==> src/rtl/div11_radix4_seq_if.sv <==
// Operand/result handshake bundle for the divide-by-11 sequencer.
// master = operand source + result consumer, slave = the divider.
interface div11_radix4_seq_if #(
    parameter int WIDTH = 64
);
    logic             in_valid;
    logic             in_ready;
    logic [WIDTH-1:0] in_dividend;
    logic             out_valid;
    logic             out_ready;
    logic [WIDTH-1:0] out_quotient;
    logic [3:0]       out_remainder;
    logic             busy;

    modport master (
        output in_valid, in_dividend, out_ready,
        input  in_ready, out_valid, out_quotient, out_remainder, busy
    );

    modport slave (
        input  in_valid, in_dividend, out_ready,
        output in_ready, out_valid, out_quotient, out_remainder, busy
    );
endinterface

==> src/rtl/div11_radix4_seq.sv <==
// Sequential divide-by-11: one radix-4 quotient digit per cycle, MSB first.
// IDLE accepts a dividend, STEP runs WIDTH/2 digit steps, DONE holds the result.
module div11_radix4_seq #(
    parameter  int WIDTH = 64,
    localparam int STEPS = WIDTH / 2
) (
    input  logic                clk,
    input  logic                rst_n,
    div11_radix4_seq_if.slave   bus
);
    localparam int CW = (STEPS > 1) ? $clog2(STEPS) : 1;

    typedef enum logic [1:0] {IDLE, STEP, DONE} state_t;

    typedef struct packed {
        logic [1:0] q;
        logic [3:0] rem;
    } step_t;

    // rem <= 10 keeps t <= 43, so compare-subtract against 33/22/11 covers every case.
    function automatic step_t rem_step(input logic [3:0] r, input logic [1:0] d);
        logic [5:0] t;
        step_t      s;
        t = {r, d};
        if (t >= 6'd33) begin
            s.q   = 2'd3;
            s.rem = 4'(t - 6'd33);
        end else if (t >= 6'd22) begin
            s.q   = 2'd2;
            s.rem = 4'(t - 6'd22);
        end else if (t >= 6'd11) begin
            s.q   = 2'd1;
            s.rem = 4'(t - 6'd11);
        end else begin
            s.q   = 2'd0;
            s.rem = t[3:0];
        end
        return s;
    endfunction

    state_t           state;
    logic [WIDTH-1:0] div;
    logic [WIDTH-1:0] quot;
    logic [3:0]       rem;
    logic [CW-1:0]    cnt;
    step_t            st;

    logic             in_ready_r;
    logic             out_valid_r;
    logic             busy_r;
    logic [WIDTH-1:0] out_quotient_r;
    logic [3:0]       out_remainder_r;

    assign st = rem_step(rem, div[WIDTH-1:WIDTH-2]);

    always_ff @(posedge clk or negedge rst_n) begin
        if (!rst_n) begin
            state           <= IDLE;
            div             <= '0;
            quot            <= '0;
            rem             <= '0;
            cnt             <= '0;
            in_ready_r      <= 1'b1;
            out_valid_r     <= 1'b0;
            busy_r          <= 1'b0;
            out_quotient_r  <= '0;
            out_remainder_r <= '0;
        end else begin
            case (state)
                IDLE: begin
                    if (bus.in_valid) begin
                        div        <= bus.in_dividend;
                        rem        <= '0;
                        quot       <= '0;
                        cnt        <= CW'(STEPS - 1);
                        in_ready_r <= 1'b0;
                        busy_r     <= 1'b1;
                        state      <= STEP;
                    end
                end
                STEP: begin
                    quot <= {quot[WIDTH-3:0], st.q};
                    rem  <= st.rem;
                    div  <= {div[WIDTH-3:0], 2'b00};
                    if (cnt == '0) begin
                        // Result registers load only here, so they never expose a partial quotient.
                        out_quotient_r  <= {quot[WIDTH-3:0], st.q};
                        out_remainder_r <= st.rem;
                        out_valid_r     <= 1'b1;
                        busy_r          <= 1'b0;
                        state           <= DONE;
                    end else begin
                        cnt <= cnt - 1'b1;
                    end
                end
                DONE: begin
                    if (bus.out_ready) begin
                        out_valid_r <= 1'b0;
                        in_ready_r  <= 1'b1;
                        state       <= IDLE;
                    end
                end
                default: begin
                    state       <= IDLE;
                    in_ready_r  <= 1'b1;
                    out_valid_r <= 1'b0;
                    busy_r      <= 1'b0;
                end
            endcase
        end
    end

    assign bus.in_ready      = in_ready_r;
    assign bus.out_valid     = out_valid_r;
    assign bus.busy          = busy_r;
    assign bus.out_quotient  = out_quotient_r;
    assign bus.out_remainder = out_remainder_r;
endmodule

==> src/flat_wrapper.sv <==
// flat-port wrapper written by rule: the top's interface ports become plain ports
module div11_radix4_seq_flat 
#(
    parameter  int WIDTH = 64,
    localparam int STEPS = WIDTH / 2
)
  (clk, rst_n, bus_in_valid, bus_in_dividend, bus_out_ready, bus_in_ready, bus_out_valid, bus_out_quotient, bus_out_remainder, bus_busy);
  div11_radix4_seq_if #(.WIDTH(WIDTH)) bus_i ();
  input  logic clk;
  input  logic rst_n;
  input wire logic [$bits(bus_i.in_valid)-1:0] bus_in_valid;
  input wire logic [$bits(bus_i.in_dividend)-1:0] bus_in_dividend;
  input wire logic [$bits(bus_i.out_ready)-1:0] bus_out_ready;
  output wire logic [$bits(bus_i.in_ready)-1:0] bus_in_ready;
  output wire logic [$bits(bus_i.out_valid)-1:0] bus_out_valid;
  output wire logic [$bits(bus_i.out_quotient)-1:0] bus_out_quotient;
  output wire logic [$bits(bus_i.out_remainder)-1:0] bus_out_remainder;
  output wire logic [$bits(bus_i.busy)-1:0] bus_busy;
  assign bus_i.in_valid = bus_in_valid;
  assign bus_i.in_dividend = bus_in_dividend;
  assign bus_i.out_ready = bus_out_ready;
  assign bus_in_ready = bus_i.in_ready;
  assign bus_out_valid = bus_i.out_valid;
  assign bus_out_quotient = bus_i.out_quotient;
  assign bus_out_remainder = bus_i.out_remainder;
  assign bus_busy = bus_i.busy;
  div11_radix4_seq #(.WIDTH(WIDTH)) u_core (.clk(clk), .rst_n(rst_n), .bus(bus_i));
endmodule
==> config.mk <==
export PLATFORM = sky130hd
export DESIGN_NAME = div11_radix4_seq_flat
export DESIGN_NICKNAME = d
export VERILOG_FILES = /design/src/rtl/div11_radix4_seq_if.sv /design/src/rtl/div11_radix4_seq.sv /design/src/flat_wrapper.sv
export SDC_FILE = /design/constraint.sdc
export NUM_CORES = 1
export LEC_CHECK = 0
export ABC_CLOCK_PERIOD_IN_PS = 2450
export CELL_PAD_IN_SITES_DETAIL_PLACEMENT = 1
export CELL_PAD_IN_SITES_GLOBAL_PLACEMENT = 1
export CORE_UTILIZATION = 44
export CTS_BUF_LIST = sky130_fd_sc_hd__clkbuf_2 sky130_fd_sc_hd__clkbuf_4 sky130_fd_sc_hd__clkbuf_8
export DETAILED_ROUTE_END_ITERATION = 16
export GPL_ROUTABILITY_DRIVEN = 1
export MAX_ROUTING_LAYER = met4
export PLACE_DENSITY = 0.88
export SETUP_SLACK_MARGIN = 0.4
export SKIP_LAST_GASP = 1
export SLEW_MARGIN = 20
export SYNTH_ARGS = -nofsm -noshare
export SYNTH_HDL_FRONTEND = slang
export SYNTH_SLANG_ARGS = --single-unit
export TNS_END_PERCENT = 100
==> constraint.sdc <==
create_clock -name clk -period 2.45 [get_ports clk]
set_clock_uncertainty 0.2 [all_clocks]
set_input_delay 0.735 -clock clk [delete_from_list [all_inputs] [get_ports clk]]
set_output_delay 0.735 -clock clk [all_outputs]
set_load 0.02 [all_outputs]
==> reports/metrics.yaml <==
yosys:
  synth_edf_count: 0
  yosysSeqAreaShare_pct: 59.1
  synth_area_per_cell_sq_um: 11.9
  ys.flop_type: "dfrtp_1"
  yosysMostFrequentCell: "dfrtp_1"
  async_flop_share_pct: 100
  ys_seq_elements: 208
  synth_area_leaders: "dfrtp_1 (59%), mux2_2 (8.1%), a22o_1 (6.3%), a22oi_1 (5.2%), nor2b_1 (4.5%)"
  syn_area_sq_um: 8800
  synth_top_area_cell: "dfrtp_1"
  ys_warn_count: 0
  syn_inst: 739
  yosysTopAreaCellShare_pct: 58.8
  synthesis.nets: 816
  netlist_top_cells_count: "dfrtp_1 (207), o21ai_0 (75), a21oi_1 (64)"
  synth_cell_types: 41
setup_path:
  cp_max_fo: 2
  cp_slowest_cell: "dfstp_2"
  required_ns: 1.51
  critical_path.top_delay_family: "flip-flops"
  start_kind: "flop"
  end_kind: "primary output"
  startpoint: "u_core.bus.in_ready"
  critPathKind: "flop to primary output"
  slowest_delay_ns: 0.55
  r2r-end: "u_core.bus.out_remainder[3]"
  crit-reg2reg-launch: "u_core.div[62]"
  worst_ep_arrival_time_ns: 1.18
  r2r_cells: 6
  path_cells: "buf_6"
  r2r_slack_ns: 0.36
  critPathBufInv: 1
placed_design:
  port_buffers: 138
  hpwl_mm: 14.2
  place_congestion: 0.794
  place_inst: 1105
  pre_cts_slack_ns: 0.134
global_route:
  grt_usage_pct: 23.0
  antenna_found_initial: 0
  grt_use_met1_pct: 29.9
  globalRouteMet2Util_pct: 36.9
  met3_usage_pct: 3.90
  busiest_layer: "met2"
  grt_max_degree: 71
  grt_pass1_vias: 7004
  grt_pass1_wl_mm: 36.5
  overflow: 0
clock_tree:
  cts_buffer_depth: 3
  cts_tree: "yes"
  clkLatencyLatePin_ns: 0.52
  clkSlewWorstSetupHoldPaths_ns: 0.06
  clockRootBuffer: "clkbuf_8"
  cts_max_level: 2
  cts.sinks: 208
  cts_buffers: 36
detailed_routing:
  route.detailed.drc: 0
  routedWlPerCell_microns: 19.0
  drtIter0Drc: 312
  vias: 6538
  ant_nets: 0
  postRouteWirelength_mm: 22.4
  via_per_inst: 5.53
  dr.pass1.iters: 4
layout:
  final_nets: 970
  instances_no_fill: 1183
  n_antenna_cell: 0
  drive_gt1_share_pct: 28.3
  areaGrowthSynthToFinish_pct: 28.0
  fin_util_pct: 57.7
floorplanning:
  pin_count: 139
  die_h_microns: 143
  row_count: 51
  core_sq_um: 19500
  die_w_microns: 143
  dieArea_sq_um: 20600
  initial_core_util_pct: 45.1
power:
  peakVddDrop_uv: 603
  power.leakage_uw: 0.00539
  p_per_area_nw_per_um2: 1220
  p_total_uw: 13800
sta:
  min_period_over_period_pct: 86.3
  setup_violations: 0
  slew_violations: 0
  fin_setup_tns_ns: 0
  relSlewSlack_pct: 61.5
  fmax_mhz: 473
  finalHoldViolCount: 0
  rsz0062_at_grt: "yes"
  worstMarginPinSlew_ns: 0.577
  period_needed_ns: 2.11
  timing.final.ws_setup_ns: 0.337
worst_hold_path:
  whs_path_depth: 1
  min_path_type: "flop to flop"
  min-delay-start: "u_core.bus.out_quotient[57]"
  whs_endpoint: "u_core.bus.out_quotient[57]"
flow_run:
  maxCapViolCount: 0
status:
  status: "complete, no violations"
[per-layer routing]
metal,vias up,part of all wire (%)
li1,2997,-
met1,3363,45
met2,137,49
met3,41,3.6
met4,0,2.3
met5,-,0
[placed cells by master, fill, tap and decap left out, types with 2 or more instances in the layout]
master,count
nor2b_1,61
nor2_1,10
buf_6,11
o21ai_1,6
xnor2_1,4
dfrtp_1,202
clkbuf_4,6
nand2_1,20
buf_12,6
o211ai_1,2
nor2b_4,2
a22oi_1,61
a22o_1,63
o21ai_2,2
o21ai_0,72
clkbuf_8,52
inv_1,6
clkinv_2,4
buf_4,31
dfrtp_2,5
nand2b_1,4
a21oi_1,64
clkdlybuf4s50_1,65
buf_2,60
ha_1,7
mux2_2,63
[cells by family after synthesis]
kind of cell / Yosys count / synth area share [%]
flip-flops: 208 / 59.1
multiplexers: 64 / 8.17
adder cells (fa/ha/maj): 9 / 1.28
AND/OR/NAND/NOR: 105 / 6.72
XOR/XNOR: 5 / 0.497
AO/OA/AOI/OAI: 282 / 21.2
buffers and inverters: 66 / 2.97
[timing repair]
item	4_1_cts	5_1_grt
gates resized for setup	307	25
endpoints found under the hold margin	25	0
setup buffers	9	5
setup endpoints to repair	143	41
pin swaps	3	10
hold buffers	1	0
[area by class of cell]
| type | count | area [sq um] |
|---|---|---|
| Timing Repair Buffer | 175 | 1450 |
| Fill cell | 2034 | 8260 |
| Tap cell | 265 | 332 |
| Multi-Input combinational cell | 465 | 3440 |
| Sequential cell | 208 | 5210 |
| Clock buffer | 57 | 747 |
| Clock inverter | 6 | 58.8 |
| Inverter | 7 | 28.8 |
[registers in the layout, indices dropped and copies added, names as in the netlist]
register / cells
u_core.bus.busy: 1
u_core.bus.in_ready: 1
u_core.bus.out_quotient: 64
u_core.bus.out_remainder: 4
u_core.bus.out_valid: 1
u_core.cnt: 5
u_core.div: 64
u_core.quot: 62
u_core.rem: 4
u_core.state: 2
[worst max-delay path by stage]
stage	endpoint	slack, ns	depth (start not counted)
5_1_grt	u_core.bus.out_remainder[3]	0.26	6
3_5_place_dp	u_core.rem[1]	0.13	7
3_3_place_gp	u_core.bus.out_remainder[1]	0.20	7
6_report	bus_in_ready	0.34	1
2_1_floorplan	u_core.div[2]	0.32	6
4_1_cts	bus_in_ready	0.31	1
[metrics by stage]
stage                     hold WS (ns)  area (sq um)
final                            0.301         11300
after floorplan                  0.239          8810
after detailed placement         0.282         10600
after CTS                        0.295         11100
after global routing             0.321         11300
after global placement           0.265         10600
[power by group]
| part | internal (uW) | switching [uW] | leakage [uW] |
|---|---|---|---|
| registers | 4720 | 1050 | 0.00275 |
| clock network | 2040 | 1390 | 0.000429 |
| logic | 2090 | 2490 | 0.00221 |
Power figures use the tool's default switching activity.
